<file path="src/rtl/bit2_divider_seq.sv">
// bit2_divider_seq: multi-cycle restoring divider, one quotient bit per clock, MSB first
module bit2_divider_seq #(
  parameter int DW = 4,
  parameter int VW = 2
) (
  input  logic          clk,
  input  logic          rst_n,
  input  logic          start,
  input  logic [DW-1:0] dividend,
  input  logic [VW-1:0] divisor,
  output logic          busy,
  output logic          done,
  output logic [DW-1:0] quotient,
  output logic [VW-1:0] remainder,
  output logic          div_by_zero
);
  localparam int CW = (DW > 1) ? $clog2(DW) : 1;
  typedef enum logic [1:0] {IDLE, CALC, DONE} state_t;
  state_t        state;
  logic [CW-1:0] cnt;
  logic [DW-1:0] dvd;
  logic [DW-1:0] q_w;
  logic [VW-1:0] dvs;
  logic [VW-1:0] part;
  logic [VW:0]   part_sh;
  logic          ge;
  logic [VW-1:0] part_nx;
  logic [DW-1:0] q_nx;
  // one restoring step: the partial remainder stays below the divisor, so VW bits hold it between steps
  always_comb begin
    part_sh = {part, dvd[DW-1]};
    ge      = part_sh >= {1'b0, dvs};
    part_nx = ge ? VW'(part_sh - {1'b0, dvs}) : part_sh[VW-1:0];
    q_nx    = (q_w << 1) | DW'(ge);
  end
  // control FSM with registered status and result outputs
  always_ff @(posedge clk or negedge rst_n) begin
    if (!rst_n) begin
      state       <= IDLE;
      cnt         <= '0;
      dvd         <= '0;
      dvs         <= '0;
      q_w         <= '0;
      part        <= '0;
      busy        <= 1'b0;
      done        <= 1'b0;
      quotient    <= '0;
      remainder   <= '0;
      div_by_zero <= 1'b0;
    end else begin
      case (state)
        IDLE: begin
          done <= 1'b0;
          if (start && divisor != '0) begin
            dvd   <= dividend;
            dvs   <= divisor;
            q_w   <= '0;
            part  <= '0;
            cnt   <= CW'(DW - 1);
            busy  <= 1'b1;
            state <= CALC;
          end else if (start) begin
            quotient    <= '1;
            remainder   <= '0;
            div_by_zero <= 1'b1;
            done        <= 1'b1;
            busy        <= 1'b1;
            state       <= DONE;
          end
        end
        CALC: begin
          part <= part_nx;
          q_w  <= q_nx;
          dvd  <= dvd << 1;
          cnt  <= cnt - 1'b1;
          if (cnt == '0) begin
            quotient    <= q_nx;
            remainder   <= part_nx;
            div_by_zero <= 1'b0;
            done        <= 1'b1;
            state       <= DONE;
          end
        end
        DONE: begin
          done  <= 1'b0;
          busy  <= 1'b0;
          state <= IDLE;
        end
        default: begin
          done  <= 1'b0;
          busy  <= 1'b0;
          state <= IDLE;
        end
      endcase
    end
  end
endmodule

</file>
<file path="config.mk">
export PLATFORM = sky130hd
export DESIGN_NAME = bit2_divider_seq
export DESIGN_NICKNAME = d
export VERILOG_FILES = /design/src/rtl/bit2_divider_seq.sv
export SDC_FILE = /design/constraint.sdc
export NUM_CORES = 1
export LEC_CHECK = 0
export CELL_PAD_IN_SITES_DETAIL_PLACEMENT = 1
export CELL_PAD_IN_SITES_GLOBAL_PLACEMENT = 2
export CORE_MARGIN = 2
export CORE_UTILIZATION = 35
export DETAILED_ROUTE_END_ITERATION = 8
export PLACE_DENSITY_LB_ADDON = 0.12
export SYNTH_ARGS = -nofsm -noshare
export SYNTH_HDL_FRONTEND = slang
export SYNTH_SLANG_ARGS = --single-unit
export TNS_END_PERCENT = 1
</file>
<file path="constraint.sdc">
create_clock -name clk -period 5.1 [get_ports clk]
set_input_delay 0.765 -clock clk [delete_from_list [all_inputs] [get_ports clk]]
set_output_delay 0.765 -clock clk [all_outputs]
set_load 0.02 [all_outputs]
</file>
; ---- Word level (Yosys, flattened, before mapping)
; Index checks and enable logic that the tools add are counted.
[classes]
n_addsub = 2
n_lt_le_gt_ge = 1
n_eq_ne = 6
muxes = 31
n_bitwise = 2
reduce_logical = 10
[op_table]
columns = operator, count
row1 = $mux 2, 9
row2 = $mux 4, 4
row3 = $pmux 2 s2, 4
row4 = $pmux 4 s2, 2
row5 = $ne 2x2->1 const B, 4
row6 = $reduce_and 2->1, 4
row7 = $mux 1, 7
row8 = $pmux 1 s2, 3
row9 = $pmux 3 s2, 1
row10 = $logic_not 2->1, 2
row11 = $or 4x1->4, 1
row12 = $reduce_and 4->1, 1
row13 = $reduce_bool 2->1, 2
row14 = $ge 3x2->1, 1
row15 = $mux 3, 1
row16 = $ne 3x3->1 const B, 1
row17 = $eq 2x1->1 const B, 1
row18 = $sub 2x1->2 const B, 1
row19 = $sub 2x2->2, 1
row20 = $logic_and 1x1->1, 1
row21 = $not 1->1, 1
[word_totals]
reg_bits = 24
wordCells = 63

; ---- Logic depth before layout (Yosys ltp)
; Gate-level depths: netlist of run 1.
[depth]
word_depth = 4
ltp_mapped = 5
depth_no_buf = 5

; ---- Worst setup path before layout of run 1
; Ideal clock, no wire load.
[synth_timing]
kind = input -> register
from = input divisor[1]
to = register quotient[1]
setup_ns = 0.125
t_arrival_ns = 1.830
path_slack_ns = 3.145
path_stages = 3
n_path_buf = 0
cell_sequence = or4b_4 a21oi_4 mux2_2
[synth_between]
elab_chain_cells = 4
[synth_lines]
columns = element, line
row1 = "start, declared", 10  ; input logic [VW-1:0] divisor,
row2 = $reduce_bool 2->1, 54  ; if (start && divisor != '0) begin
row3 = $logic_and 1x1->1, 54
row4 = $ne 2x2->1 (no line), -
row5 = $reduce_and 4->1 (no line), -
row6 = "end signal, assigned", 77  ; quotient <= q_nx;
row7 = "end, declared", 13  ; output logic [DW-1:0] quotient,
; No other way between the ends.
; A chain may end at the register's enable or synchronous reset.

; ---- Worst setup path in the final report of run 1
[layout_timing]
from = input start
to = register remainder[1]
[layout_between]
elab_chain_cells = 3
word_cells_on_any_way = 4
[layout_lines]
columns = element, line
row1 = "start, declared", 8  ; input logic start,
row2 = $logic_and 1x1->1, 54
row3 = $ne 2x2->1 (no line), -
row4 = $reduce_and 4->1 (no line) *, -
row5 = "end signal, assigned", 78  ; remainder <= part_nx;
row6 = "end, declared", 14  ; output logic [VW-1:0] remainder,
; Every way passes the cells marked *; elsewhere a longest branch is shown, timed or not.

==> results of run 1 <==
[registers in the layout (all words and copies together), names as in the netlist]
signal / count
busy: 1
cnt: 2
div_by_zero: 1
done: 1
dvd: 4
dvs: 2
part: 2
q_w: 3
quotient: 4
remainder: 2
state: 2
[area by class of cell]
type                       instances  area (um2)  share of cell area, %
sequential                        24         601                   43.0
timing repair buffer              17         170                   12.2
clock buffer                       4        36.3                   2.60
tap                               44        55.1                   3.94
multi-input combinational         68         509                   36.4
inverter                           7        26.3                   1.88
[through the flow]
| step | instance area [um2] | setup slack, ns |
|---|---|---|
| after floorplan | 1150 | 3.15 |
| after global placement | 1360 | 2.52 |
| after detailed placement | 1360 | 2.49 |
| after CTS | 1400 | 2.84 |
| after global routing | 1400 | 2.75 |
| final | 1400 | 2.84 |
[worst paths after layout]
kind	from	to	slack (ns)
max	start	remainder[1]	2.84
min	busy	busy	0.52
max reg2reg	state[0]	dvd[1]	3.15
min reg2reg	busy	busy	0.52
max in group asynchronous	rst_n	done	3.43
min in group asynchronous	rst_n	dvs[1]	1.02
[critical path, stage by stage]
cell and delay [ns]:
sky130_fd_sc_hd__clkdlybuf4s50_1 0.56, sky130_fd_sc_hd__or4b_4 0.53, sky130_fd_sc_hd__a21oi_4 0.26, sky130_fd_sc_hd__mux2_2 0.37
[cell families after synthesis]
logic type / count (synthesis) / share of synthesized area, %
AO/OA/AOI/OAI: 26 / 16.6
AND/OR/NAND/NOR: 28 / 13.9
flip-flops: 24 / 52.1
multiplexers: 11 / 10.4
adder cells (fa/ha/maj): 3 / 3.26
buffers and inverters: 11 / 3.69
[layer usage]
layer / GRT usage [%] / up-vias
met5: 0 / -
met2: 26.1 / 16
met3: 2.52 / 5
li1: - / 402
met1: 21.3 / 409
met4: 5.47 / 0
[placed cells by master, fill, tap and decap left out, types with 3 or more instances in the layout]
| cell | count |
|---|---|
| sky130_fd_sc_hd__a2111oi_0 | 3 |
| sky130_fd_sc_hd__nand2b_1 | 6 |
| sky130_fd_sc_hd__clkbuf_4 | 3 |
| sky130_fd_sc_hd__nand2_1 | 6 |
| sky130_fd_sc_hd__mux2_2 | 8 |
| sky130_fd_sc_hd__nor2_1 | 3 |
| sky130_fd_sc_hd__o21ai_0 | 4 |
| sky130_fd_sc_hd__nor3_1 | 3 |
| sky130_fd_sc_hd__a21oi_1 | 6 |
| sky130_fd_sc_hd__ha_1 | 3 |
| sky130_fd_sc_hd__mux2i_1 | 3 |
| sky130_fd_sc_hd__inv_1 | 7 |
| sky130_fd_sc_hd__a22o_1 | 4 |
| sky130_fd_sc_hd__dfrtp_1 | 24 |
| sky130_fd_sc_hd__nor2b_1 | 4 |
| sky130_fd_sc_hd__clkdlybuf4s50_1 | 17 |
[cell usage after synthesis, drive strengths merged]
cell     number
a21o          2
o21ai         4
a2111oi       3
and2          1
clkbuf        2
or4b          1
nand2b        6
nor2          3
dfrtp        24
nor2b         4
nand2         6
nor3          3
buf           2
o21a          1
ha            3
mux2i         3
or2           1
a22oi         1
a22o          4
or2b          1
nor3b         2
inv           7
o2bb2ai       2
o31ai         1
mux2          8
a21oi         7
o32ai         1
[where the power goes]
group / switching, mW / leakage (nW) / internal, mW
registers: 0.0693 / 0.291 / 0.276
clock network: 0.0596 / 0.0210 / 0.0437
logic: 0.219 / 0.293 / 0.210
total: 0.348 / 0.605 / 0.530
==> tab_implementation.tex, run 1 <==
\begin{tabular}{lr}
\hline
Metric & Value \\
\hline
\multicolumn{2}{l}{\textbf{Routing}} \\
Total wire length & 2490 um \\
DR pass1 iterations & 4 \\
Vias/cell & between 5 and 6 \\
Number of design-rule violations left by the first detailed-router iteration & 25 \\
Wirelength per Cell & 15.2 um \\
Routed met1 length & 1200 um \\
DR WL met2 & 1170 um \\
\# DRC & 0 \\
Uppermost metal layer occupied by signal nets & met4 \\
Total length of routed met3 wires & 78 um \\
Number of nets still failing antenna checks after routing & 0 \\
Via count & 832 \\
\multicolumn{2}{l}{\textbf{Hold path}} \\
Path type of the worst min-delay path & reg2reg \\
Number of cells on the worst hold path & 2 \\
\multicolumn{2}{l}{\textbf{STA}} \\
Period Utilization, post-route & 44.3\% \\
Top achievable clock speed & 442 MHz \\
Hold Fails Final Rpt & 0 \\
Sum of negative setup slack & 0 ns \\
Worst Clk Skew & 0.00188 ns \\
Final setup violation count & 0 \\
Unrepaired setup endpoints after global routing & false \\
Final number of max-transition violations & 0 \\
Slew HR & 26.3\% \\
Minimum clock period & 2.26 ns \\
Tightest Pin Transition & 1.10 ns \\
Hold slack final & 0.520 ns \\
\multicolumn{2}{l}{\textbf{Final layout}} \\
Number of cells in the finished layout apart from fillers & 164 \\
Share of final-layout standard cells stronger than drive strength 1 & 12.5\% \\
Post-layout utilization of the core & 45.0\% \\
Filler cell count & 375 \\
Area overhead of the layout relative to synthesis & 21.3\% \\
Count of nets after finishing & 133 \\
Antenna cells & 0 \\
\multicolumn{2}{l}{\textbf{Pwr}} \\
Maximum vdd ir drop & 0.228 mV \\
Total design power & roughly 0.88 mW \\
Power density cells & 628 nW/um2 \\
Static Leak & 0.605 nW \\
\multicolumn{2}{l}{\textbf{Synthesis}} \\
Number of distinct library cell variants in the gate-level netlist after synthesis & 29 \\
Net Count, Synth & 115 \\
Area fraction of the dominant cell type after synthesis & 52.1\% \\
Synth warnings & 0 \\
Synth Register Bits & 24 \\
Cells after Synth & 103 \\
Share of the yosys chip area belonging to registers & 52.1\% \\
Avg Cell Area, Syn & 11.2 um2 \\
Synthesized cell area & approximately 1200 um2 \\
Leading post-synthesis cells by cell area & sky130\_fd\_sc\_hd\_\_dfrtp\_1 (52\%), sky130\_fd\_sc\_hd\_\_mux2\_2 (7.8\%), sky130\_fd\_sc\_hd\_\_ha\_1 (3.3\%) \\
Yosys top cell by area & sky130\_fd\_sc\_hd\_\_dfrtp\_1 \\
\multicolumn{2}{l}{\textbf{Place}} \\
Routability congestion estimate from global placement & 0.742 \\
Port Buf Inserts & 17 \\
DP HPWL & 1900 um \\
Cells after DPL & 160 \\
\multicolumn{2}{l}{\textbf{Die}} \\
Die Footprint & 3770 um2 \\
Starting utilization of the core area & 37.1\% \\
Die extent in y & just over 60 um \\
Core footprint & 3100 um2 \\
Number of placement rows & 20 \\
Number of top-level design ports & 18 \\
X dimension of the die & 61.4 um \\
\multicolumn{2}{l}{\textbf{CTS}} \\
Number of buffers inserted for hold repair after clock tree synthesis & 0 \\
Cell at the root of the clock tree & sky130\_fd\_sc\_hd\_\_clkbuf\_4 \\
Count of buffers added by post-CTS timing repair for setup & 0 \\
Total clock buffers created by CTS & 3 \\
Clock insertion delay at the later pin of the skew report & 0.32 ns \\
Cts repair resizes & 0 \\
CTS tree & yes \\
Clock sink total & 24 \\
Maximum number of buffers from clock root to sink & 2 \\
Number of levels the H-tree was split into & 1 \\
Clock Pin Slew Worst Setup and Hold Paths & 0.13 ns \\
\multicolumn{2}{l}{\textbf{Critical path}} \\
Critical path capture point type & register \\
Worst Reg-to-Reg Cells & 3 \\
Required time of the critical path & approximately 5.3 ns \\
Setup CP Type & in2reg \\
Worst endpoint data arrival time & between 2 and 2.5 ns \\
Startpoint type of the worst setup path & input port \\
Critical-path maximum fanout & 6 \\
\multicolumn{2}{l}{\textbf{GRT}} \\
Initial antenna violation count & 0 \\
Global-route wire length before repair & 4220 um \\
Global route total overflow & 0 \\
Largest net degree at the start of global routing & 25 \\
Via count of the first global-routing pass & 871 \\
Global-route total usage across every layer & 15.8\% \\
\multicolumn{2}{l}{\textbf{Flow run}} \\
Number of maximum-capacitance violations & 0 \\
\multicolumn{2}{l}{\textbf{Status}} \\
Outcome & finished clean \\
\hline
\end{tabular}
No activity file was read; power rests on OpenSTA's default activity.
==> run 2, diff against run 1 <==
Settings changed: CORE_UTILIZATION 35 to 34.
Clock period 5.1 ns to 2.1 ns, I/O delays scaled along.
==> tab_implementation.tex, run 2 (same netlist as run 1, synthesis figures left out) <==
\begin{tabular}{lr}
\hline
Metric & Value \\
\hline
\multicolumn{2}{l}{\textbf{Status}} \\
Outcome & finished clean \\
\multicolumn{2}{l}{\textbf{Routing}} \\
DR pass1 iterations & 4 \\
Total wire length & 2500 um \\
\# DRC & 0 \\
Number of nets still failing antenna checks after routing & 0 \\
Wirelength per Cell & 14.2 um \\
Vias/cell & approximately 5.0 \\
Via count & 875 \\
Number of design-rule violations left by the first detailed-router iteration & 21 \\
\multicolumn{2}{l}{\textbf{Pwr}} \\
Sw Pwr & 0.860 mW \\
Share of total power in combinational logic & 50.0\% \\
Share of power burned in the clock network & 14.9\% \\
Sequential share of power & 35.0\% \\
Power density cells & 1540 nW/um2 \\
Static Leak & roughly 0.66 nW \\
Fraction of power spent switching nets & 37.5\% \\
Maximum vdd ir drop & 0.523 mV \\
Internal Dissipation & between 1 and 1.5 mW \\
\multicolumn{2}{l}{\textbf{Final layout}} \\
Count of nets after finishing & around 140 \\
Area taken by flip-flops and latches & 601 um2 \\
Total area of multi-input combinational cells & 509 um2 \\
Number of cells in the finished layout apart from fillers & 176 \\
Filler cell count & 383 \\
Antenna cells & 0 \\
Most common cell after layout, fill and taps aside & sky130\_fd\_sc\_hd\_\_dfrtp\_1 \\
Area overhead of the layout relative to synthesis & 29.4\% \\
Largest registers & dvd: 4 flops, quotient: 4 flops, q\_w: 3 flops \\
Most frequent cells in the layout & sky130\_fd\_sc\_hd\_\_dfrtp\_1 (24), sky130\_fd\_sc\_hd\_\_clkdlybuf4s50\_1 (17), sky130\_fd\_sc\_hd\_\_buf\_4 (10) \\
Share of final-layout standard cells stronger than drive strength 1 & slightly below 20\% \\
\multicolumn{2}{l}{\textbf{GRT}} \\
Global-route total usage across every layer & 14.4\% \\
Largest net degree at the start of global routing & 25 \\
Global-route wire length before repair & 4400 um \\
Initial antenna violation count & 0 \\
Global route total overflow & 0 \\
Via count of the first global-routing pass & 952 \\
\multicolumn{2}{l}{\textbf{Place}} \\
DP HPWL & 1970 um \\
Port Buf Inserts & 17 \\
Routability congestion estimate from global placement & 0.728 \\
Cells after DPL & 172 \\
\multicolumn{2}{l}{\textbf{CTS}} \\
Total clock buffers created by CTS & 3 \\
Clock Pin Slew Worst Setup and Hold Paths & 0.14 ns \\
Number of levels the H-tree was split into & 1 \\
Cell at the root of the clock tree & sky130\_fd\_sc\_hd\_\_clkbuf\_4 \\
Clock insertion delay at the later pin of the skew report & 0.32 ns \\
Count of buffers added by post-CTS timing repair for setup & 0 \\
Cts repair resizes & 0 \\
Maximum number of buffers from clock root to sink & 2 \\
Number of buffers inserted for hold repair after clock tree synthesis & 0 \\
Clock sink total & 24 \\
CTS tree & yes \\
\multicolumn{2}{l}{\textbf{Flow run}} \\
Number of maximum-capacitance violations & 0 \\
\multicolumn{2}{l}{\textbf{STA}} \\
Final number of max-transition violations & 0 \\
Period Utilization, post-route & 86.5\% \\
Final setup violation count & 0 \\
Hold slack final & roughly 0.33 ns \\
Unrepaired setup endpoints after global routing & false \\
Sum of negative setup slack & 0 ns \\
Worst Clk Skew & 0.00241 ns \\
Hold Fails Final Rpt & 0 \\
Slew HR & 60.0\% \\
Top achievable clock speed & roughly 550 MHz \\
Minimum clock period & 1.82 ns \\
Tightest Pin Transition & 0.584 ns \\
\multicolumn{2}{l}{\textbf{Die}} \\
Starting utilization of the core area & 35.1\% \\
Die Footprint & 3870 um2 \\
Die extent in y & 62.2 um \\
X dimension of the die & 62.2 um \\
Number of top-level design ports & 18 \\
Number of placement rows & 21 \\
Core footprint & 3280 um2 \\
\multicolumn{2}{l}{\textbf{Critical path}} \\
R2R setup slack & $\sim$0.28 ns \\
Critical path capture point type & register \\
Critical-path maximum fanout & 4 \\
Startpoint type of the worst setup path & register \\
Worst endpoint data arrival time & 2.09 ns \\
Setup CP Type & reg2reg \\
Required time of the critical path & 2.37 ns \\
\multicolumn{2}{l}{\textbf{Hold path}} \\
Path type of the worst min-delay path & in2async \\
\hline
\end{tabular}
## run 2: per-stage QoR
step	worst slack [ns]	total power, mW	util [%]	instance area (um2)
2_1_floorplan	0.496	1.55	-	1150
3_3_place_gp	0.0972	1.95	43.8	1440
3_5_place_dp	0.0574	1.99	43.8	1440
4_1_cts	0.276	2.33	45.4	1490
5_1_grt	0.150	2.49	45.4	1490
6_report	0.283	2.30	45.4	1490
## run 2: layout make-up
| class | instances | area share, % |
|---|---|---|
| multi-input cells | 68 | 34.1 |
| well taps | 46 | 3.86 |
| flip-flops and latches | 24 | 40.3 |
| repair buffers | 27 | 16.4 |
| inverters | 7 | 1.76 |
| clock buffers | 3 | 1.51 |
| clock inverters | 1 | 2.01 |
## run 2: path summary, 6_finish.rpt
check	from	end	cells after the start
worst max-delay path	part[0]	remainder[1]	4
worst min-delay path	rst_n	dvs[0]	2
worst max register to register	part[0]	remainder[1]	4
worst min register to register	q_w[2]	q_w[2]	1
max in group asynchronous	rst_n	div_by_zero	2
min in group clk	q_w[2]	q_w[2]	1
## run 2: power by group through the flow
| stage | clock network [mW] | logic (mW) | registers, mW |
|---|---|---|---|
| 6_report | 0.342 | 1.15 | 0.804 |
| 5_1_grt | 0.375 | 1.28 | 0.836 |
| 3_5_place_dp | 0 | 1.17 | 0.816 |
| 4_1_cts | 0.346 | 1.17 | 0.807 |
| 3_3_place_gp | 0 | 1.14 | 0.806 |
| 2_1_floorplan | 0 | 0.689 | 0.860 |
## run 2: critical path, stage by stage, from the launching register on
cell                        delay (ns)
sky130_fd_sc_hd__dfrtp_1          0.43
sky130_fd_sc_hd__ha_1             0.22
sky130_fd_sc_hd__or2_2            0.32
sky130_fd_sc_hd__a2111oi_0        0.54
sky130_fd_sc_hd__mux2_2           0.26
## run 2: routing by layer
metal	part of all wire, %	GRT usage, %
met2	51	24.6
met1	45	18.4
met4	0.76	5.00
met5	0	0
met3	3.1	2.54
